[src/rtl/nibble_serial_alu_if.sv]
// nibble_serial_alu_if: control, status and register-file nibble port bundle of the serial ALU.
interface nibble_serial_alu_if #(parameter int ADDR_BITS = 4);
   logic                 start;
   logic [2:0]           op;
   logic [ADDR_BITS-1:0] rs1, rs2, rd;
   logic                 busy, done, carry, zero;
   logic [2:0]           counter;
   logic [ADDR_BITS-1:0] r1_addr, r2_addr, w_addr;
   logic [3:0]           data_out1, data_out2, data_in;
   logic                 set_data;
   modport master (
      output start, op, rs1, rs2, rd, data_out1, data_out2,
      input  busy, done, carry, zero, counter, r1_addr, r2_addr, w_addr, data_in, set_data
   );
   modport slave (
      input  start, op, rs1, rs2, rd, data_out1, data_out2,
      output busy, done, carry, zero, counter, r1_addr, r2_addr, w_addr, data_in, set_data
   );
endinterface

[src/rtl/nibble_serial_alu.sv]
// nibble_serial_alu: 32-bit ALU working one nibble per cycle against an external nibble-wide register file.
module nibble_serial_alu #(parameter int ADDR_BITS = 4) (
   input logic clk,
   input logic rst,
   nibble_serial_alu_if.slave bus
);
   typedef enum logic [1:0] {IDLE, RUN, DONE} state_t;
   state_t               state, state_nx;
   logic [2:0]           cnt, op_r;
   logic [ADDR_BITS-1:0] rs1_r, rs2_r, rd_r;
   logic                 carry_r, zacc_r, run, is_sub, is_arith, cin;
   logic [4:0]           sum;
   logic [3:0]           res;
   always_comb begin
      run      = state == RUN;
      is_sub   = op_r == 3'b001;
      is_arith = op_r[2:1] == 2'b00;
      cin      = cnt == 3'd0 ? is_sub : carry_r;
      sum      = {1'b0, bus.data_out1} + {1'b0, is_sub ? ~bus.data_out2 : bus.data_out2} + {4'b0, cin};
      res      = is_arith        ? sum[3:0] :
                 op_r == 3'b010 ? bus.data_out1 & bus.data_out2 :
                 op_r == 3'b011 ? bus.data_out1 | bus.data_out2 :
                 op_r == 3'b100 ? bus.data_out1 ^ bus.data_out2 : bus.data_out1;
      state_nx = state == IDLE ? (bus.start ? RUN : IDLE) :
                 state == RUN  ? (cnt == 3'd7 ? DONE : RUN) : IDLE;
      bus.busy     = state != IDLE;
      bus.done     = state == DONE;
      bus.carry    = carry_r;
      bus.zero     = ~zacc_r;
      bus.counter  = run ? cnt : 3'd0;
      bus.r1_addr  = run ? rs1_r : '0;
      bus.r2_addr  = run ? rs2_r : '0;
      bus.w_addr   = run ? rd_r : '0;
      bus.data_in  = run ? res : 4'd0;
      bus.set_data = run;
   end
   // zacc_r resets high so that zero reads 0 until the first operation completes
   always_ff @(posedge clk) begin
      if (rst) begin
         state   <= IDLE;
         cnt     <= 3'd0;
         op_r    <= 3'd0;
         rs1_r   <= '0;
         rs2_r   <= '0;
         rd_r    <= '0;
         carry_r <= 1'b0;
         zacc_r  <= 1'b1;
      end else begin
         state <= state_nx;
         if (state == IDLE && bus.start) begin
            op_r    <= bus.op;
            rs1_r   <= bus.rs1;
            rs2_r   <= bus.rs2;
            rd_r    <= bus.rd;
            cnt     <= 3'd0;
            carry_r <= 1'b0;
            zacc_r  <= 1'b0;
         end else if (run) begin
            cnt     <= cnt + 3'd1;
            carry_r <= is_arith & sum[4];
            zacc_r  <= zacc_r | (|res);
         end
      end
   end
endmodule

[src/flat_wrapper.sv]
// flat-port wrapper written by rule: the top's interface ports become plain ports
module nibble_serial_alu_flat 
#(parameter int ADDR_BITS = 4)
  (clk, rst, bus_start, bus_op, bus_rs1, bus_rs2, bus_rd, bus_data_out1, bus_data_out2, bus_busy, bus_done, bus_carry, bus_zero, bus_counter, bus_r1_addr, bus_r2_addr, bus_w_addr, bus_data_in, bus_set_data);
  nibble_serial_alu_if #(.ADDR_BITS(ADDR_BITS)) bus_i ();
  input logic clk;
  input logic rst;
  input wire logic [$bits(bus_i.start)-1:0] bus_start;
  input wire logic [$bits(bus_i.op)-1:0] bus_op;
  input wire logic [$bits(bus_i.rs1)-1:0] bus_rs1;
  input wire logic [$bits(bus_i.rs2)-1:0] bus_rs2;
  input wire logic [$bits(bus_i.rd)-1:0] bus_rd;
  input wire logic [$bits(bus_i.data_out1)-1:0] bus_data_out1;
  input wire logic [$bits(bus_i.data_out2)-1:0] bus_data_out2;
  output wire logic [$bits(bus_i.busy)-1:0] bus_busy;
  output wire logic [$bits(bus_i.done)-1:0] bus_done;
  output wire logic [$bits(bus_i.carry)-1:0] bus_carry;
  output wire logic [$bits(bus_i.zero)-1:0] bus_zero;
  output wire logic [$bits(bus_i.counter)-1:0] bus_counter;
  output wire logic [$bits(bus_i.r1_addr)-1:0] bus_r1_addr;
  output wire logic [$bits(bus_i.r2_addr)-1:0] bus_r2_addr;
  output wire logic [$bits(bus_i.w_addr)-1:0] bus_w_addr;
  output wire logic [$bits(bus_i.data_in)-1:0] bus_data_in;
  output wire logic [$bits(bus_i.set_data)-1:0] bus_set_data;
  assign bus_i.start = bus_start;
  assign bus_i.op = bus_op;
  assign bus_i.rs1 = bus_rs1;
  assign bus_i.rs2 = bus_rs2;
  assign bus_i.rd = bus_rd;
  assign bus_i.data_out1 = bus_data_out1;
  assign bus_i.data_out2 = bus_data_out2;
  assign bus_busy = bus_i.busy;
  assign bus_done = bus_i.done;
  assign bus_carry = bus_i.carry;
  assign bus_zero = bus_i.zero;
  assign bus_counter = bus_i.counter;
  assign bus_r1_addr = bus_i.r1_addr;
  assign bus_r2_addr = bus_i.r2_addr;
  assign bus_w_addr = bus_i.w_addr;
  assign bus_data_in = bus_i.data_in;
  assign bus_set_data = bus_i.set_data;
  nibble_serial_alu #(.ADDR_BITS(ADDR_BITS)) u_core (.clk(clk), .rst(rst), .bus(bus_i));
endmodule
[config.mk]
export PLATFORM = sky130hd
export DESIGN_NAME = nibble_serial_alu_flat
export DESIGN_NICKNAME = d
export VERILOG_FILES = /design/src/rtl/nibble_serial_alu_if.sv /design/src/rtl/nibble_serial_alu.sv /design/src/flat_wrapper.sv
export SDC_FILE = /design/constraint.sdc
export NUM_CORES = 1
export LEC_CHECK = 0
export CELL_PAD_IN_SITES_DETAIL_PLACEMENT = 0
export CELL_PAD_IN_SITES_GLOBAL_PLACEMENT = 1
export CORE_MARGIN = 2
export CORE_UTILIZATION = 34
export DETAILED_ROUTE_END_ITERATION = 12
export PLACE_DENSITY_LB_ADDON = 0.08
export SYNTH_ARGS = -nofsm -noshare
export SYNTH_HDL_FRONTEND = slang
export SYNTH_SLANG_ARGS = --single-unit
export TNS_END_PERCENT = 30
[constraint.sdc]
create_clock -name clk -period 7.05 [get_ports clk]
set_clock_uncertainty 0.2 [all_clocks]
set_input_delay 1.41 -clock clk [delete_from_list [all_inputs] [get_ports clk]]
set_output_delay 1.41 -clock clk [all_outputs]
set_load 0.005 [all_outputs]
==> results.cfg, run 1 <==
[clock_network]
clockBufferDepth = 2
cts_hold_buf = 0
cts_buffers = 3
clkSlewWorstSetupHoldPaths_ns = 0.07
postCtsSetupRepairBufs = 0
root_buffer = clkbuf_8
clkLatencyLatePin_ns = 0.25
cts_tree = built
ctsResizeCount = 0
cts_max_level = 1
clkSinkCount = 22

[global_routing]
met3_usage_pct = 3.46
antenna_found_initial = 0
globalRouteMet2Util_pct = 25.3
grt_pass1_wl_um = 5970
grtUsageMet1_pct = 19.2
grt_overflow = 0
grt_pass1_vias = 1321
busiest_layer = met2
grt_use_total_pct = 14.6
grt_max_degree = 24

[pwr]
p_switching_uw = 88.6
max-vdd-ir-drop_mv = 0.153
leakage_uw = 0.000827
combPwrFrac_pct = 30.9
p_int_uw = 218
power_frac_seq_pct = 44.9
swShare_pct = 28.9
power_density_mw_per_mm2 = 152
pwr-share-clk_pct = 24.3

[layout]
area_growth_pct = 36.3
num-fill-cells = 399
final_util_pct = 49.3
seq_area_um2 = 440
multi_input_area_um2 = 916
drive_gt1_share_pct = 3.40
nets = 279
diodes = 0

[synthesis]
syn_avg_cell_area_um2 = 7.58
synth_fp_nets = 237
yosys_warnings = 0
synth_cell_types = 31
ys_ff_latch = 22
syn_area_mm2 = 0.00148
synthCells = 195
ys_seq_area_share_pct = 29.8

[sta]
worst_pin_slew_ns = 0.860
post-route-period-util_pct = 81.3
tns_ns = 0
rsz0062_at_grt = false
worst_hold_slack_ns = 0.250
relSlewSlack_pct = 42.5
hold_viol = 0
fmax_mhz = 174
setup_viol = 0
final_max_slew_viol_count = 0
min_period_ns = 5.73

[floorplan]
dieArea_mm2 = 0.00489
core_area_mm2 = 0.00409
die_w_um = 69.9
die_height_um = 69.9
start_util_pct = 36.2
rows = 23
ios = 50

[worst_setup_path]
required_ns = 5.44
critPathLaunchType = primary input
cp-end-kind = output port
cp.arrival_ns = 4.12
worstSetupPathType = in2out
cp_max_fo = 3
r2r_cells = 10

[status]
status = finished clean

[detailed_routing]
routed-via-count = 1365
drtIter0Drc = 42
via_per_inst = 4.79
drt-pass1-iter-count = 4
antenna_left = 0
drc = 0
wl_um = 3510
avgRoutedWirePerCell_um = 12.3

[place]
finalWeightedCongestion = 0.786
dp_hpwl_um = 2650
place.port_buffers = 49

[run]
cap_violations = 0

[worst_hold_path]
hold_path_depth = 2
hold_path.class = reg2reg
## critical path, cell delays in order
cell             delay, ns
clkdlybuf4s50_1       0.54
xnor2_1               0.12
fa_1                  0.45
fa_1                  0.40
nor2b_1               0.15
nor4_1                0.24
a221o_1               0.19
and2_1                0.14
clkdlybuf4s50_1       0.49
## path summary, 6_finish.rpt
path                    startpoint         endpoint  slack [ns]
setup / recovery  bus_data_out2[0]   bus_data_in[2]        1.32
hold / removal     u_core.rs1_r[2]  u_core.rs1_r[2]        0.25
setup reg to reg    u_core.op_r[1]    u_core.zacc_r        3.86
hold reg to reg    u_core.rs1_r[2]  u_core.rs1_r[2]        0.25
## cell usage in the layout (no fill, tap or decap)
cell and instances:
xnor2_1 5, or4_1 1, nand2b_1 1, fa_1 2
a21oi_1 21, o21ai_1 4, mux2_4 1, nor4_1 1
nand3_1 2, dfxtp_1 22, mux2i_1 6, nor3_1 4
clkbuf_8 3, a211oi_2 1, o21ai_0 2, nand2_1 36
a32oi_1 1, a221o_1 1, nor2b_1 5, a211oi_1 2
ha_1 14, clkdlybuf4s50_1 49, nor2_2 1, a41oi_1 1
inv_2 2, inv_1 15, nor2_1 14, a2111oi_0 1
nor3b_1 1, and2_1 16
## area by class of cell
cell class                      instances  area share, %
Clock buffer                            3           2.05
Tap cell                               50           3.11
Multi-Input combinational cell        144           45.5
Timing Repair Buffer                   49           24.3
Inverter                               17           3.17
Sequential cell                        22           21.9
## cells by family (layout without fill, tap and decap cells)
logic type      count (synthesis)  in the layout  share of synthesized area (%)
simple gates                   82             82                           25.9
compound gates                 34             34                           13.5
buf+inv                        29             69                           8.21
flops                          22             22                           29.8
fa+ha+maj                      16             16                           14.6
mux                             7              7                           5.08
xor+xnor                        5              5                           2.96
## synth_stat cells, drive strengths merged
cell type | n | area, um^2
nand2 | 36 | 135
dfxtp | 22 | 440
a21oi | 21 | 105
inv | 17 | 63.8
and2 | 16 | 100
nor2 | 15 | 58.8
ha | 14 | 175
clkbuf | 8 | 30.0
mux2i | 6 | 60.1
o21ai | 6 | 30.0
nor2b | 5 | 31.3
xnor2 | 5 | 43.8
nor3 | 4 | 20.0
a211oi | 3 | 27.5
buf | 3 | 15.0
fa | 2 | 40.0
nand3 | 2 | 10.0
a2111oi | 1 | 8.76
a221o | 1 | 10.0
a32oi | 1 | 8.76
a41oi | 1 | 8.76
dlymetal6s2s | 1 | 12.5
mux2 | 1 | 15.0
nand2b | 1 | 6.26
nor3b | 1 | 7.51
nor4 | 1 | 6.26
or4 | 1 | 7.51
## through the flow
step,total power (uW),instances,instance area (um^2),setup WS (ns)
floorplan,196,195,1480,2.46
detailed placement,236,282,1970,1.33
CTS,311,285,2010,1.32
finish,307,285,2010,1.32
global route,329,285,2010,1.17
global placement,234,282,1970,1.40
## power by group through the flow
stage	sequential, uW	combinational [uW]	clock (uW)
after global routing	139	107	83.4
final	138	94.7	74.5
after detailed placement	140	95.4	0
after global placement	140	93.7	0
after floorplan	137	59.1	0
after CTS	138	95.9	77.8
## flip-flops by register name (all words and copies together) (netlist names)
signal / count
u_core.rd_r: 4
u_core.rs1_r: 4
u_core.rs2_r: 4
u_core.cnt: 3
u_core.op_r: 3
u_core.state: 2
u_core.bus.carry: 1
u_core.zacc_r: 1
## routing by layer
layer,part of all wire (%),wire [um]
met5,0,0
met4,0,0
met3,5.0,175
met2,45,1590
met1,50,1750
(Power assumes the default switching activity.)
==> run 2, diff against run 1 <==
--- a/config.mk
+++ b/config.mk
@@ -8,7 +8,7 @@
 export CELL_PAD_IN_SITES_DETAIL_PLACEMENT = 0
 export CELL_PAD_IN_SITES_GLOBAL_PLACEMENT = 1
 export CORE_MARGIN = 2
-export CORE_UTILIZATION = 34
+export CORE_UTILIZATION = 32
 export DETAILED_ROUTE_END_ITERATION = 12
 export PLACE_DENSITY_LB_ADDON = 0.08
 export SYNTH_ARGS = -nofsm -noshare
==> constraint.sdc (replaced) <==
create_clock -name clk -period 5.9 [get_ports clk]
set_clock_uncertainty 0.2 [all_clocks]
set_input_delay 1.18 -clock clk [delete_from_list [all_inputs] [get_ports clk]]
set_output_delay 1.18 -clock clk [all_outputs]
set_load 0.005 [all_outputs]
==> results.cfg, run 2 (synthesis gave the netlist of run 1 again) <==
[pwr]
max-vdd-ir-drop_mv = 0.114
p_int_uw = 275
leakage_uw = 0.000834
power_density_mw_per_mm2 = 188
p_switching_uw = 107
swShare_pct = 28.0
combPwrFrac_pct = 29.6
pwr-share-clk_pct = 27.3
power_frac_seq_pct = 43.1

[detailed_routing]
drt-pass1-iter-count = 4
wl_met3_um = 148
via_per_inst = 4.76
drt-met1-wl_um = 1590
top_layer = met4
routed-via-count = 1370
antenna_left = 0
wl_met2_um = 1770
wl_um = 3530
avgRoutedWirePerCell_um = 12.3
drtIter0Drc = 46
drc = 0

[place]
place.port_buffers = 49
place_area_mm2 = 0.00198
finalWeightedCongestion = 0.791
dp_hpwl_um = 2650

[global_routing]
grt_use_total_pct = 14.4
grt_overflow = 0
grt_max_degree = 24
grt_pass1_vias = 1354
grt_pass1_wl_um = 6090
antenna_found_initial = 0

[sta]
fmax_mhz = 190
setup_viol = 0
worst_pin_slew_ns = 0.856
rsz0062_at_grt = false
worst_hold_slack_ns = 0.251
min_period_ns = 5.25
tns_ns = 0
final_max_slew_viol_count = 0
post-route-period-util_pct = 89.0
relSlewSlack_pct = 42.7
hold_viol = 0

[clock_network]
clkLatencyLatePin_ns = 0.25
ctsResizeCount = 0
root_buffer = clkbuf_8
cts_tree = built
cts_max_level = 1
clkSlewWorstSetupHoldPaths_ns = 0.07
postCtsSetupRepairBufs = 0
cts_hold_buf = 0
clockBufferDepth = 2
cts_buffers = 3
clkSinkCount = 22

[layout]
num-fill-cells = 437
nets = 279
fin_area_mm2 = 0.00203
final_cell_mix = 49 x clkdlybuf4s50_1, 36 x nand2_1, 22 x dfxtp_1, 21 x a21oi_1, 16 x and2_1
reg.largest.list = u_core.rd_r x4, u_core.rs1_r x4, u_core.rs2_r x4
diodes = 0
multi_input_area_um2 = 916
drive_gt1_share_pct = 3.81
final_common_cell = clkdlybuf4s50_1
final_util_pct = 46.0
area_growth_pct = 37.4
seq_area_um2 = 440

[worst_setup_path]
worstSetupPathType = in2out
cp_slowest_stage_delay_ns = 0.53
r2r_cells = 9
crit-reg2reg-launch = u_core.op_r[0]
cp-end-kind = output port
critPathSlowestCell = clkdlybuf4s50_1
cp_max_fo = 3
critPathLaunchType = primary input
cp.arrival_ns = 3.87
worst_r2r_endpoint = u_core.bus.carry
crit_chain = clkdlybuf4s50_1, xnor2_1, fa_1, fa_1, nor2b_1, nor4_1, a221o_1, and2_1, clkdlybuf4s50_1
r2r_slack_ns = 2.69
required_ns = 4.52

[floorplan]
rows = 24
dieArea_mm2 = 0.00518
ios = 50
die_height_um = 72.0
die_w_um = 72.0
start_util_pct = 33.5
core_area_mm2 = 0.00441

[run]
cap_violations = 0

[worst_hold_path]
hold_path_end = u_core.rs2_r[0]
hold_path.class = reg2reg
hold_path_depth = 2
hp-start = u_core.rs2_r[0]

[status]
status = finished clean
[run 2: cell type report]
cell class,instances,area share [%]
multi-input combinational,144,45.1
timing repair buffer,49,24.2
sequential,22,21.7
tap,52,3.20
inverter,17,3.14
clock buffer,4,2.71
[run 2: worst max path at each step]
| stage | startpoint | to | slack (ns) | depth (start not counted) |
|---|---|---|---|---|
| 6_report | bus_data_out2[0] | bus_data_in[2] | 0.65 | 9 |
| 5_1_grt | bus_data_out2[0] | bus_data_in[2] | 0.49 | 9 |
| 4_1_cts | bus_data_out2[0] | bus_data_in[2] | 0.63 | 9 |
| 3_5_place_dp | bus_data_out2[0] | bus_data_in[2] | 0.64 | 9 |
| 3_3_place_gp | bus_data_out2[0] | bus_data_in[2] | 0.67 | 9 |
| 2_1_floorplan | bus_data_out2[0] | bus_data_in[2] | 1.77 | 7 |
[run 2: worst max-delay path, delay by kind of cell]
| kind | cells | cell delay, ns |
|---|---|---|
| AOI/OAI and AO/OA | 1 | 0.19 |
| xor gates and xnor gates | 1 | 0.12 |
| adders and majority gates | 2 | 0.86 |
| buffers and inverters | 2 | 1.03 |
| and+or+nand+nor | 3 | 0.51 |
[run 2: power by group through the flow]
stage	clock (uW)	sequential, uW	combinational [uW]
global placement	0	168	111
finish	104	164	113
CTS	110	164	114
floorplan	0	164	70.7
global route	117	166	129
detailed placement	0	168	114
[run 2: per-layer routing]
layer,up-vias,GRT usage [%]
li1,717,-
met1,621,18.2
met2,30,25.7
met3,2,2.22
met4,0,3.56
met5,-,0
[run 2: stage by stage]
step	instances	setup WS, ns	total power [uW]
after floorplan	195	1.77	234
after global placement	284	0.672	279
after detailed placement	284	0.643	281
after CTS	288	0.629	389
after global routing	288	0.485	412
final	288	0.647	381
